===== src/rtl/div_sequencer_pkg.sv =====
// rtl/div_sequencer_pkg.sv - shared definitions for the RV32M divide sequencer
// Contents: default operand width, funct3 encodings for the divide group, FSM state type.
package div_sequencer_pkg;

  localparam int DS_XLEN = 32;

  localparam logic [2:0] F3_DIV  = 3'b100;
  localparam logic [2:0] F3_DIVU = 3'b101;
  localparam logic [2:0] F3_REM  = 3'b110;
  localparam logic [2:0] F3_REMU = 3'b111;

  typedef enum logic [1:0] {
    DS_IDLE = 2'd0,
    DS_RUN  = 2'd1,
    DS_DONE = 2'd2
  } ds_state_e;

endpackage


===== src/rtl/div_step.sv =====
// rtl/div_step.sv - one combinational restoring shift-subtract divide step
// Ports:
//   rem      in  W  partial remainder (always < divisor)
//   quo      in  W  dividend bits still to consume (MSB first) with quotient bits filling from LSB
//   divisor  in  W  magnitude of the divisor
//   rem_next out W  partial remainder after this step
//   quo_next out W  quo shifted left by one with the new quotient bit in LSB
module div_step #(
  parameter int W = 32
) (
  input  logic [W-1:0] rem,
  input  logic [W-1:0] quo,
  input  logic [W-1:0] divisor,
  output logic [W-1:0] rem_next,
  output logic [W-1:0] quo_next
);

  logic [W:0] shifted;
  logic [W:0] diff;

  // rem < divisor keeps shifted below 2*divisor, so bit W of the
  // difference is a clean borrow flag.
  always_comb begin
    shifted = {rem, quo[W-1]};
    diff    = shifted - {1'b0, divisor};
    if (!diff[W]) begin
      rem_next = diff[W-1:0];
      quo_next = {quo[W-2:0], 1'b1};
    end else begin
      rem_next = shifted[W-1:0];
      quo_next = {quo[W-2:0], 1'b0};
    end
  end

endmodule


===== src/rtl/div_sequencer.sv =====
// rtl/div_sequencer.sv - multi-cycle DIV/DIVU/REM/REMU sequencer for the Execute stage
// Ports:
//   clk_i     in   1     clock
//   reset_i   in   1     synchronous reset, active-high
//   req_i     in   1     divide op present in Execute with valid operands
//   funct3_i  in   3     DIV/DIVU/REM/REMU select
//   rs1_i     in   XLEN  dividend
//   rs2_i     in   XLEN  divisor
//   stall_i   in   1     result not consumed this cycle
//   flush_i   in   1     kill the in-flight op
//   busy_o    out  1     divide share of the Execute busy/stall
//   done_o    out  1     result_o valid
//   result_o  out  XLEN  sign-corrected quotient or remainder
module div_sequencer
  import div_sequencer_pkg::*;
#(
  parameter int XLEN   = DS_XLEN,
  parameter int UNROLL = 1
) (
  input  logic            clk_i,
  input  logic            reset_i,
  input  logic            req_i,
  input  logic [2:0]      funct3_i,
  input  logic [XLEN-1:0] rs1_i,
  input  logic [XLEN-1:0] rs2_i,
  input  logic            stall_i,
  input  logic            flush_i,
  output logic            busy_o,
  output logic            done_o,
  output logic [XLEN-1:0] result_o
);

  localparam int STEPS = XLEN / UNROLL;
  localparam int CW    = $clog2(STEPS + 1);

  ds_state_e       state;
  logic [CW-1:0]   count;
  logic [XLEN-1:0] rem_q, quo_q, divisor_q;
  logic [XLEN-1:0] rs1_q, rs2_q;
  logic            neg_quo_q, neg_rem_q, is_rem_q, signed_q;
  logic            done_q;
  logic [XLEN-1:0] result_q;

  logic            cache_valid, cache_signed;
  logic [XLEN-1:0] cache_rs1, cache_rs2, cache_quo, cache_rem;

  // Decode of the incoming request
  logic            op_valid, in_signed, in_rem, rs1_neg, rs2_neg;
  logic            div_zero, overflow, cache_hit, special;
  logic [XLEN-1:0] abs_rs1, abs_rs2, special_res;

  assign op_valid  = req_i & funct3_i[2];
  assign in_signed = ~funct3_i[0];
  assign in_rem    = funct3_i[1];
  assign rs1_neg   = in_signed & rs1_i[XLEN-1];
  assign rs2_neg   = in_signed & rs2_i[XLEN-1];
  assign abs_rs1   = rs1_neg ? -rs1_i : rs1_i;
  assign abs_rs2   = rs2_neg ? -rs2_i : rs2_i;

  assign div_zero  = (rs2_i == '0);
  assign overflow  = in_signed & (rs1_i == {1'b1, {(XLEN-1){1'b0}}}) & (rs2_i == '1);
  assign cache_hit = cache_valid & (rs1_i == cache_rs1) & (rs2_i == cache_rs2)
                   & (in_signed == cache_signed);
  assign special   = div_zero | overflow | cache_hit;

  always_comb begin
    special_res = '0;
    if (div_zero)
      special_res = in_rem ? rs1_i : '1;
    else if (overflow)
      special_res = in_rem ? '0 : rs1_i;
    else
      special_res = in_rem ? cache_rem : cache_quo;
  end

  // UNROLL restoring steps per cycle
  logic [XLEN-1:0] rem_ch [UNROLL+1];
  logic [XLEN-1:0] quo_ch [UNROLL+1];

  assign rem_ch[0] = rem_q;
  assign quo_ch[0] = quo_q;

  for (genvar g = 0; g < UNROLL; g++) begin : g_step
    div_step #(.W(XLEN)) u_step (
      .rem      (rem_ch[g]),
      .quo      (quo_ch[g]),
      .divisor  (divisor_q),
      .rem_next (rem_ch[g+1]),
      .quo_next (quo_ch[g+1])
    );
  end

  logic [XLEN-1:0] quo_fix, rem_fix;
  assign quo_fix = neg_quo_q ? -quo_ch[UNROLL] : quo_ch[UNROLL];
  assign rem_fix = neg_rem_q ? -rem_ch[UNROLL] : rem_ch[UNROLL];

  always_ff @(posedge clk_i) begin
    if (reset_i) begin
      state        <= DS_IDLE;
      count        <= '0;
      rem_q        <= '0;
      quo_q        <= '0;
      divisor_q    <= '0;
      rs1_q        <= '0;
      rs2_q        <= '0;
      neg_quo_q    <= 1'b0;
      neg_rem_q    <= 1'b0;
      is_rem_q     <= 1'b0;
      signed_q     <= 1'b0;
      done_q       <= 1'b0;
      result_q     <= '0;
      cache_valid  <= 1'b0;
      cache_signed <= 1'b0;
      cache_rs1    <= '0;
      cache_rs2    <= '0;
      cache_quo    <= '0;
      cache_rem    <= '0;
    end else if (flush_i) begin
      state    <= DS_IDLE;
      done_q   <= 1'b0;
      result_q <= '0;
    end else begin
      case (state)
        DS_IDLE: begin
          if (op_valid) begin
            if (special) begin
              result_q <= special_res;
              done_q   <= 1'b1;
              state    <= DS_DONE;
            end else begin
              rem_q     <= '0;
              quo_q     <= abs_rs1;
              divisor_q <= abs_rs2;
              rs1_q     <= rs1_i;
              rs2_q     <= rs2_i;
              neg_quo_q <= rs1_neg ^ rs2_neg;
              neg_rem_q <= rs1_neg;
              is_rem_q  <= in_rem;
              signed_q  <= in_signed;
              count     <= CW'(STEPS);
              state     <= DS_RUN;
            end
          end
        end
        DS_RUN: begin
          rem_q <= rem_ch[UNROLL];
          quo_q <= quo_ch[UNROLL];
          count <= count - CW'(1);
          if (count == CW'(1)) begin
            result_q     <= is_rem_q ? rem_fix : quo_fix;
            done_q       <= 1'b1;
            state        <= DS_DONE;
            cache_valid  <= 1'b1;
            cache_signed <= signed_q;
            cache_rs1    <= rs1_q;
            cache_rs2    <= rs2_q;
            cache_quo    <= quo_fix;
            cache_rem    <= rem_fix;
          end
        end
        DS_DONE: begin
          // A req_i still asserted here is the same instruction; only consumption matters.
          if (!stall_i) begin
            done_q <= 1'b0;
            state  <= DS_IDLE;
          end
        end
        default: begin
          done_q <= 1'b0;
          state  <= DS_IDLE;
        end
      endcase
    end
  end

  assign busy_o   = (state == DS_RUN) | ((state == DS_IDLE) & req_i);
  assign done_o   = done_q;
  assign result_o = result_q;

endmodule


===== config.mk =====
export PLATFORM = sky130hd
export DESIGN_NAME = div_sequencer
export DESIGN_NICKNAME = d
export VERILOG_FILES = /design/src/rtl/div_sequencer_pkg.sv /design/src/rtl/div_step.sv /design/src/rtl/div_sequencer.sv
export SDC_FILE = /design/constraint.sdc
export NUM_CORES = 1
export LEC_CHECK = 0
export CAP_MARGIN = 15
export CELL_PAD_IN_SITES_DETAIL_PLACEMENT = 0
export CELL_PAD_IN_SITES_GLOBAL_PLACEMENT = 2
export CORE_MARGIN = 3
export CORE_UTILIZATION = 30
export DETAILED_ROUTE_END_ITERATION = 10
export DONT_BUFFER_PORTS = 1
export GPL_TIMING_DRIVEN = 0
export PLACE_DENSITY_LB_ADDON = 0.1
export SYNTH_ARGS = -nofsm -noshare
export SYNTH_HDL_FRONTEND = slang
export SYNTH_SLANG_ARGS = --single-unit

===== constraint.sdc =====
create_clock -name clk_i -period 5.4 [get_ports clk_i]
set_clock_uncertainty 0.15 [all_clocks]
set_input_delay 1.08 -clock clk_i [delete_from_list [all_inputs] [get_ports clk_i]]
set_output_delay 1.08 -clock clk_i [all_outputs]
set_load 0.05 [all_outputs]

==> summary.md <==
| Metric | Value |
|---|---|
| Yosys top cell area share | `around a third` |
| Total Wirelength | `90.0 mm` |
| Die area | `just under 70000 um2` |
| RSZ-0062 raised after global routing | `yes` |
| Layout cell share with drive strength beyond 1 | `slightly below 7%` |
| First-pass GRT wire length | `132 mm` |
| FILL cells | `~6.9k` |
| Minimum clock period | `between 5 and 6 ns` |
| Hold Buf Count CTS | `0` |
| Leak | `between 7 and 8 nW` |
| Average cell area after synthesis | `approximately 7.6 um2` |
| Max_cap viols | `0` |
| Worst Path Class, Setup | `flop to flop` |
| Total grt overflow | `0` |
| CP Capture Type | `flop` |
| Outcome | `finished clean` |
| Site Rows | `93` |
| Critical-path cell list | `ha_1 -> buf_2 -> a21o_1 -> a31oi_1 -> o211a_4 -> a21oi_4 -> buf_4 -> nor3_4 -> nor2_8 -> inv_4 -> buf_8 -> buf_8 -> ha_2 -> nand4_1 -> or3_1 -> or4_1 -> o21ai_2 -> xnor2_2 -> o22ai_1 -> a2111oi_2 -> o21bai_1` |
| Sequential share of the synthesized area | `between 30% and 40%` |
| P&R area growth vs syn | `14.2%` |
| EDFF count, synth | `0` |
| Fin crit share | `approximately 100%` |
| Total Routing Usage GR | `between 20% and 30%` |
| Pwr/cell area | `306 nW/um2` |
| Via count | `19.4k` |
| Fin. Hold Viols | `0` |
| Post-layout util | `a little over a third` |
| Reg-to-reg startpoint | `rem_q[8]` |
| Worst setup path end | `result_o[28]` |
| Number of clock sinks | `around 330` |
| Worst Reg-to-Reg Cells | `21` |
| Clk_lat worst skew | `about 0.58 ns` |
| Area of the mapped netlist | `just under 20000 um2` |
| WP data arrival | `~5.7 ns` |
| Residual DRC | `0` |
| Setup TNS Final | `0 ns` |
| Hold Path Class | `flop to flop` |
| Final setup fails | `0` |
| Die W | `263 um` |
| R2r setup slk | `about 0.032 ns` |
| Net count after synthesis | `approximately 2.7k` |
| Synth Register Bits | `~330` |
| Synth warnings | `0` |
| Die height | `263 um` |
| Clk slew on worst S/H paths | `0.07 ns` |
| Number of global-route vias before repair | `between 15k and 20k` |
| Worst-path maximum fanout | `10` |
| TritonCTS buffer count | `43` |
| Cell mode on critical path | `buf_8` |
| DP HPWL | `between 70 and 80 mm` |
| Setup crit start kind | `flop` |
| Measured slew at the worst slew-check pin | `around 1.2 ns` |
| Async set-reset flop share out of synthesis | `0%` |
| Initial Utilization | `between 30% and 40%` |
| Worst-path cell with the longest stage delay | `or4_1` |
| Clock root buffer | `clkbuf_16` |
| Slew headroom | `approximately 20%` |
| Nets | `roughly 2.8k` |
| Slew Limit Fails | `0` |
| Synth Instances | `~2.6k` |
| Dominant cell type by area after synthesis | `dfxtp_1` |
| Pin count of the biggest net entering global routing | `12` |
| Gpl congestion | `~0.95` |
| Post-route ant nets | `0` |
| Via/cell ratio | `roughly 5.5` |
| TritonCTS clock tree | `done` |
| Input/output buffers | `0` |
| Area contributors post-synth | `dfxtp_1, nor2_1, a21oi_1` |
| Core box area | `between 60000 and 70000 um2` |
| Clock buffer depth | `3` |
| Drt pass-1 iters | `5` |
| Crit. Startpoint | `rem_q[8]` |
| Total power | `6.95 mW` |
| Avg WL per Cell | `around 25 um` |
| Initial antenna violation count | `3` |
| Fmax | `between 150 and 200 MHz` |
| Top FF cell, synth | `dfxtp_1` |
| Worst EP required | `between 5 and 6 ns` |
| FF-to-FF End | `result_o[28]` |
| Critical path's largest stage delay | `between 0.4 and 0.5 ns` |
| Number of H-tree levels | `2` |
| Detailed Route Iter0 Violations | `1646` |
| Post-synth cell types | `roughly 100` |
| Max VDD drop | `0.204 mV` |
| # IOs | `approximately 110` |
-- how the worst min path moves through the flow --
stage               startpoint  cells past startpoint       endpoint
floorplan            rs1_q[19]                      2  cache_rs1[19]
global placement     rs1_q[15]                      2  cache_rs1[15]
detailed placement   rs1_q[13]                      2  cache_rs1[13]
CTS                  rs2_q[30]                      2  cache_rs2[30]
global route          rs1_q[9]                      2   cache_rs1[9]
finish               rs2_q[29]                      2  cache_rs2[29]
-- kinds of logic after synthesis --
logic type | share of synthesized area (%)
compound gates | 21.7
xor+xnor | 8.86
fa+ha+maj | 2.56
buf+inv | 5.33
flops | 33.6
mux | 6.13
simple gates | 21.8
-- cell type report --
cell class,count,area (um2),share of cell area (%)
sequential,334,6690,29.5
timing repair buffer,8,60.1,0.265
clock buffer,67,1340,5.90
antenna,2,5.00,0.0221
clock inverter,7,125,0.551
inverter,64,243,1.07
tap,855,1070,4.71
multi-input combinational,1998,12300,54.2
buffer,205,868,3.83
-- registers in the layout, summed over array words and instances, names as in the netlist --
signal	flops
state	2
quo_q	32
result_o	32
cache_signed	1
count	6
divisor_q	32
neg_quo_q	1
signed_q	1
cache_rs2	32
done_o	1
rem_q	32
cache_rem	32
neg_rem_q	1
rs2_q	31
cache_valid	1
rs1_q	32
cache_quo	32
cache_rs1	32
is_rem_q	1
-- repair_timing --
action                     CTS  global route
setup buffers                4             4
setup endpoints to repair  100            68
gates resized for setup     32            24
pin swaps                    3             6
-- where the power goes --
part	internal (mW)	switching [mW]
sequential	2.51	0.0442
combinational	0.450	0.940
clock	1.84	1.17
-- metrics by stage --
step	setup slack [ns]	area (um2)	cells	hold slack [ns]
2_1_floorplan	0.451	19900	2601	0.281
3_3_place_gp	-1.48	20900	3456	0.283
3_5_place_dp	-1.45	20900	3456	0.294
4_1_cts	0.00897	22600	3534	0.295
5_1_grt	-0.175	22700	3538	0.317
6_report	0.0322	22700	3540	0.301
-- cells in the mapped netlist, types with 9 or more instances --
master / number
nor2_1: 399
dfxtp_1: 334
nand2_1: 298
a21oi_1: 258
clkbuf_1: 163
xor2_1: 116
mux2i_1: 115
o21ai_0: 115
a211oi_1: 89
xnor2_1: 85
inv_1: 63
nor3_1: 48
ha_1: 39
nor4_1: 35
or3_1: 27
nand3_1: 26
buf_2: 25
nand4_1: 25
o31ai_1: 25
a22oi_1: 21
a221oi_1: 18
o22ai_1: 16
or4_1: 16
a31oi_1: 15
buf_1: 14
and3_1: 12
nand2b_1: 12
o211ai_1: 12
and2_1: 11
o21ai_1: 11
o41ai_1: 11
or2_2: 9
-- critical path: cells and delay by family, from the launching register on --
kind	cells	cell delay (ns)
and+or+nand+nor	5	1.47
xor gates and xnor gates	1	0.18
adders and majority gates	2	0.52
DFF	1	0.46
AOI/OAI and AO/OA	8	1.66
buffers and inverters	5	0.82
-- cell usage in the layout, fill, tap and decap left out, types with 21 or more instances in the layout --
master | synthesis | final
a211oi_1 | 89 | 88
a21oi_1 | 258 | 256
a22oi_1 | 21 | 21
buf_2 | 25 | 23
clkbuf_1 | 163 | 166
clkbuf_16 | 0 | 45
dfxtp_1 | 334 | 334
ha_1 | 39 | 37
inv_1 | 63 | 63
mux2i_1 | 115 | 113
nand2_1 | 298 | 298
nand3_1 | 26 | 26
nand4_1 | 25 | 25
nor2_1 | 399 | 397
nor3_1 | 48 | 48
nor4_1 | 35 | 33
o21ai_0 | 115 | 114
o31ai_1 | 25 | 25
or3_1 | 27 | 27
xnor2_1 | 85 | 82
xor2_1 | 116 | 114
-- metal layers --
layer  track usage, %  part of all wire [%]  vias to the layer above
met2             40.0                    45                      632
li1                 -                     -                     9242
met4             8.14                   3.4                        2
met3             3.35                   6.0                      144
met5                0                 0.012                        -
met1             35.4                    46                     9413
No activity file was read; power rests on OpenSTA's default activity.
